File: src/rtl/vca.sv
// rtl/vca.sv - envelope-controlled amplifier: offset-binary sample scaled by 8-bit gain
// Sequential shift-add multiply, one sample in flight, late strobes dropped and flagged.
module vca (
  input  logic       clk,
  input  logic       rstn,
  input  logic [7:0] sample_in,
  input  logic       sample_valid,
  input  logic [7:0] envelope,
  output logic [7:0] sample_out,
  output logic       out_valid,
  output logic       busy,
  output logic       overrun
);

  typedef enum logic [1:0] {IDLE, MUL, DONE} state_t;

  state_t      state;
  state_t      state_next;
  logic        accept;
  logic        iterate;
  logic        finish;

  logic        neg;
  logic [7:0]  mag;
  logic [7:0]  env;
  logic [15:0] acc;
  logic [2:0]  cnt;

  logic [7:0]  d;
  logic [7:0]  m_in;
  logic [15:0] addend;
  logic [7:0]  q;
  logic [7:0]  result;

  // 0x80 (-128) negates to itself, which read unsigned is the magnitude 128.
  assign d      = sample_in ^ 8'h80;
  assign m_in   = d[7] ? (~d + 8'd1) : d;
  assign addend = {8'd0, mag} << cnt;
  assign q      = acc[15:8];
  assign result = (neg ? (~q + 8'd1) : q) ^ 8'h80;

  assign busy = (state != IDLE);

  always_ff @(posedge clk) begin
    if (!rstn) begin
      state <= IDLE;
    end else begin
      state <= state_next;
    end
  end

  always_comb begin
    state_next = state;
    accept     = 1'b0;
    iterate    = 1'b0;
    finish     = 1'b0;
    case (state)
      IDLE: begin
        if (sample_valid) begin
          accept     = 1'b1;
          state_next = MUL;
        end
      end
      MUL: begin
        iterate = 1'b1;
        if (cnt == 3'd7) begin
          state_next = DONE;
        end
      end
      DONE: begin
        finish     = 1'b1;
        state_next = IDLE;
      end
      default: state_next = IDLE;
    endcase
  end

  // Accumulator starts at m so the final product is m * (envelope + 1).
  always_ff @(posedge clk) begin
    if (!rstn) begin
      neg        <= 1'b0;
      mag        <= 8'd0;
      env        <= 8'd0;
      acc        <= 16'd0;
      cnt        <= 3'd0;
      sample_out <= 8'h80;
      out_valid  <= 1'b0;
      overrun    <= 1'b0;
    end else begin
      out_valid <= finish;
      overrun   <= sample_valid && (state != IDLE);
      if (accept) begin
        neg <= d[7];
        mag <= m_in;
        env <= envelope;
        acc <= {8'd0, m_in};
        cnt <= 3'd0;
      end
      if (iterate) begin
        if (env[cnt]) begin
          acc <= acc + addend;
        end
        cnt <= cnt + 3'd1;
      end
      if (finish) begin
        sample_out <= result;
      end
    end
  end

endmodule

File: config.mk
export PLATFORM = sky130hd
export DESIGN_NAME = vca
export DESIGN_NICKNAME = d
export VERILOG_FILES = /design/src/rtl/vca.sv
export SDC_FILE = /design/constraint.sdc
export NUM_CORES = 1
export LEC_CHECK = 0
export CORE_ASPECT_RATIO = 0.6
export CORE_MARGIN = 2
export CORE_UTILIZATION = 52
export CTS_BUF_LIST = sky130_fd_sc_hd__clkbuf_4 sky130_fd_sc_hd__clkbuf_8 sky130_fd_sc_hd__clkbuf_16
export DETAILED_ROUTE_END_ITERATION = 10
export PLACE_DENSITY = 0.76
export SLEW_MARGIN = 5
export SYNTH_ARGS = -nofsm -noshare
export SYNTH_HDL_FRONTEND = slang
export SYNTH_SLANG_ARGS = --single-unit
File: constraint.sdc
create_clock -name clk -period 2.9 [get_ports clk]
set_input_delay 0.435 -clock clk [delete_from_list [all_inputs] [get_ports clk]]
set_output_delay 0.435 -clock clk [all_outputs]
set_load 0.05 [all_outputs]
**Yosys cells after proc, flatten, opt, wreduce, memory -nomap -nowiden**

Index checks and enable logic that the tools add are counted.

- Register bits: 48
- Input bits: 19
- Output and inout port bits: 11
- Word-level logic and storage cells: 45

- Add/subtract/negate cells: 4
- Order comparisons: 1
- Equality and inequality tests: 5
- Shift operators: 1
- Multiplexer cells: 16
- Bitwise operators: 4
- Reduce and logical (&&, ||, !) cells: 5

Operators by type and width:

| kind | number |
|---|---|
| 2-to-1 mux 16 bit | 3 |
| adder 16 bit | 1 |
| adder 8 x 1 -> 8 bit (second input constant) | 2 |
| 2-to-1 mux 8 bit | 2 |
| inverter 8 bit | 2 |
| << shifter 8 x 3 -> 16 bit | 1 |
| 2-to-1 mux 3 bit | 2 |
| 2-to-1 mux 1 bit | 5 |
| less-than comparator 3 x 4 -> 1 bit (second input constant) | 1 |
| 2-to-1 mux 2 bit | 2 |
| inequality test 2 bit (second input constant) | 2 |
| case mux 2 bit (2 select lines) | 1 |
| nonzero test 2 bit | 2 |
| adder 3 x 1 -> 3 bit (second input constant) | 1 |
| binary-select mux 1 bit (select 3 bit) | 1 |
| equality test 3 bit (second input constant) | 1 |
| equality test 2 x 1 -> 1 bit (second input constant) | 1 |
| equality test 2 bit (second input constant) | 1 |
| logical NOT 2 bit | 1 |
| inverter 1 bit | 2 |
| AND reduction 2 bit | 1 |
| logical AND 1 bit | 1 |

**Logic depth before layout (Yosys ltp)**

- Depth in word-level cells: 7
- Depth in mapped cells: 14
- Gate-level depth less buffers: 12

**Worst setup path before layout**

No wires, ideal clock.

- Path type: register -> register
- From: reg cnt[1]
- To: reg acc[14]
- Setup time: 117 ps
- Arrival time: 2,804 ps
- Data required time: 2,783 ps
- Slack: -21 ps
- Stages on the path, launching flop included: 13
- Period minus slack after synthesis: 2,921 ps
- Path through: dfxtp_1 -> buf_6 -> clkbuf_1 -> mux2i_1 -> mux2_2 -> a21oi_1 -> ha_1 -> clkbuf_1 -> a21o_1 -> or4_1 -> o21ai_0 -> xnor2_1 -> a22o_1

- Cells in the longest elaborated chain, start to end: 4

RTL lines:

| what | line | text |
|---|---|---|
| from (decl) | 27 | `logic [2:0] cnt;` |
| from (signal assigned) | 103 | `cnt <= cnt + 3'd1;` |
| << shifter 8 x 3 -> 16 bit / binary-select mux 1 bit (select 3 bit) (equally long branches) | 38, 100 |  |
| adder 16 bit / 2-to-1 mux 1 bit (equally long branches) | 101, 100 |  |
| 2-to-1 mux 16 bit * | 100 | `if (env[cnt]) begin` |
| 2-to-1 mux 16 bit * | 99 | `if (iterate) begin` |
| to (signal assigned) | 96 | `acc <= {8'd0, m_in};` |
| to (signal assigned) | 101 | `acc <= acc + addend;` |
| to (decl) | 26 | `logic [15:0] acc;` |

Every way passes the cells marked *; elsewhere a longest branch is shown, timed or not. The select of a mux whose other input is x is not followed.
A chain may end at the register's enable or synchronous reset.

**Final worst setup path**

- From: reg cnt[1]
- To: reg acc[12]

Same word-level chain as after synthesis.

==> qor.txt <==
Final Max Tran Viols = 0
Tot GR Track Use = 25.6%
Flop pwr share = 44.1%
Site row count = 21
Post-synth EDFFs = 0
Die area = 6710 µm²
Async S/R FF share, synth = 0%
Synth-to-layout area growth = 21.2%
Clock root buffer = clkbuf_8
Drt pass-1 iters = 7
TritonCTS clock tree = done
Die height = 64.2 µm
Die extent in x = 104 µm
Tcrit/Tclk final = 98.3%
GR Util met1 = 36.3%
Kind of start point of the critical path = register
Initial antenna violation count = 0
Seq cells post-synth = 48
Global route hottest layer = met2
Grt met3 use = 6.43%
Synth Area per Inst = 8.41 µm²
DRC = 0
Crit Path Max Fanout = 11
Final WL = 8350 µm
Gr ovfl total = 0
Slew HR = 53.3%
CTS buffer count = 5
Sw Ratio = 27.7%
Count of final hold-check violations = 0
DRT iter0 DRCs = 271
Worst IR drop on VDD = 0.272 mV
Util after Layout = 66.9%
Outcome = finished clean
# clock sinks = 48
First-pass GRT wire length = 13,800 µm
Share of cells above drive strength 1 = 14.7%
Switching pwr = 0.448 mW
Post-DP HPWL = 6100 µm
HP Class = register to register
Final min period = 2.85 ns
Clk pin slew, worst setup/hold paths = 0.10 ns
Synth Instances = 374
Warnings, synthesis = 0
Crit path DAT = 3.06 ns
CP endpoint kind = register
Top FF cell, synth = dfxtp_1
Nets@finish = 445
Clock power frac = 37.2%
Register area share after synthesis = 30.5%
Leakage power = 1.69 nW
Worst Path Required = 3.11 ns
Worst Skew = 0.00301 ns
Power Internal = 1.17 mW
Non-Filler Instances = 487
Syn Nets = 413
Setup violations, final = 0
Pwr dens = 425 nW/µm²
Vias in the first global route = 2,754
Least-Margin Pin Slew = 0.700 ns
Largest net degree at the start of global routing = 32
Hold slack final = 0.472 ns
CP Class = register to register
RSZ-0062 raised after global routing = true
Post-route ant nets = 0
Maxcap violations = 0
Netlist cell types = 59
Max Fclk = 351 MHz
Mapped Area = 3150 µm²
Met2 usage = 38.6%
Clk buf depth = 2
Starting Density = 55.2%
Gate power share = 18.7%
CTS HTree Levels = 2
Via density = 5.99
IO buf count = 29
Vias = 2,916
DR WL/cell = 17.1 µm
IO Pins = 30
GP Congestion = 0.905
Placed cell count = 478
Worst-Skew Late Latency = 0.31 ns
Core box area = 5700 µm²
ANT cells = 0
[state kept, by name, summed over array words and instances (netlist names)]
register and flops:
state 2, acc 16, neg 1, mag 8, cnt 3, sample_out 8
env 8, overrun 1, out_valid 1
[kinds of logic (layout without fill, tap and decap cells)]
family | after synthesis | count (layout) | share of synthesized area (%)
flops | 48 | 48 | 30.5
mux | 21 | 21 | 7.84
xor+xnor | 23 | 23 | 6.40
fa+ha+maj | 20 | 20 | 8.19
simple gates | 117 | 117 | 17.7
buf+inv | 37 | 70 | 5.09
compound gates | 108 | 108 | 24.3
[per-stage QoR]
| step | TNS, ns | instance area, µm² | total power, mW | setup WS, ns |
|---|---|---|---|---|
| after floorplan | 0 | 3150 | 0.910 | 0.0389 |
| after global placement | -0.0437 | 3590 | 1.00 | -0.0437 |
| after detailed placement | -0.117 | 3590 | 1.01 | -0.117 |
| after CTS | 0 | 3730 | 1.61 | 0.0124 |
| after global routing | -0.173 | 3810 | 1.69 | -0.0789 |
| final | 0 | 3810 | 1.62 | 0.0485 |
[layout by cell type, fill, tap and decap left out, types with 4 or more instances in the layout]
cell type	netlist	layout
nor2_1	19	18
o21ai_0	19	16
nand2_1	51	51
and2_1	4	4
buf_4	1	21
xnor2_1	14	14
nor3_1	5	5
a21oi_1	17	14
o22ai_1	4	4
a22o_1	6	6
clkbuf_8	0	5
and3_1	6	6
dfxtp_1	48	46
nand3_1	7	7
o211a_1	11	11
a21o_1	5	5
mux2i_1	13	10
nor2b_1	8	8
a21oi_2	1	4
a21boi_0	9	9
xor2_1	9	9
mux2_2	5	5
nand2b_1	4	4
o211ai_1	5	5
ha_1	19	19
inv_1	11	11
clkdlybuf4s50_1	0	29
[worst max-delay path, cell delays in order (launching register included)]
cell	delay (ns)
dfxtp_2	0.38
buf_12	0.15
mux2i_2	0.23
mux2_2	0.20
o22ai_1	0.09
ha_1	0.38
nand2_1	0.13
buf_4	0.17
o31ai_2	0.41
o221ai_1	0.24
xnor2_1	0.17
a22o_1	0.19
[per-layer routing]
| metal | routed length, µm | up-vias |
|---|---|---|
| met5 | 0 | - |
| met4 | 112 | 0 |
| met3 | 679 | 13 |
| met2 | 3590 | 122 |
| met1 | 3970 | 1377 |
| li1 | - | 1404 |
[synth_stat cells, drive strengths merged (4+ instances only)]
library cell | n | area (µm²)
a21boi | 12 | 90.1
a21o | 5 | 37.5
a21oi | 18 | 93.8
a22o | 6 | 52.6
and2 | 4 | 25.0
and3 | 6 | 37.5
buf | 8 | 51.3
clkbuf | 18 | 67.6
dfxtp | 48 | 961
ha | 19 | 238
inv | 11 | 41.3
mux2 | 6 | 71.3
mux2i | 13 | 130
nand2 | 52 | 203
nand2b | 4 | 25.0
nand3 | 7 | 35.0
nor2 | 19 | 71.3
nor2b | 8 | 50.1
nor3 | 5 | 25.0
o211a | 11 | 110
o211ai | 5 | 37.5
o21ai | 20 | 100
o22ai | 4 | 25.0
xnor2 | 14 | 123
xor2 | 9 | 78.8
[final timing paths]
path                                          start  depth (start not counted)             endpoint  slack [ns]
worst max-delay path            cnt[1]$_SDFFE_PN0P_                         11   acc[12]$_SDFF_PN0_        0.05
worst min-delay path            env[5]$_SDFFE_PN0P_                          2  env[5]$_SDFFE_PN0P_        0.47
worst max register to register  cnt[1]$_SDFFE_PN0P_                         11   acc[12]$_SDFF_PN0_        0.05
worst min register to register  env[5]$_SDFFE_PN0P_                          2  env[5]$_SDFFE_PN0P_        0.47
[repair_timing]
action                     in CTS  in global routing
pin swaps                       1                  1
setup endpoints to repair       1                  8
buffers inserted                0                  1
hold buffers                    0                  0
resized for setup               2                 20
[cell type report]
type	count	area, µm²
Multi-Input combinational cell	289	2100
Fill cell	473	1890
Sequential cell	48	963
Timing Repair Buffer	51	468
Tap cell	80	100
Clock buffer	5	68.8
Clock inverter	3	68.8
Inverter	11	41.3
[power by group through the flow]
stage	sequential [mW]	clock, mW	combinational, mW
2_1_floorplan	0.717	0	0.193
3_3_place_gp	0.725	0	0.276
3_5_place_dp	0.727	0	0.283
4_1_cts	0.712	0.608	0.286
5_1_grt	0.717	0.640	0.331
6_report	0.714	0.603	0.303
Power figures use the tool's default switching activity.
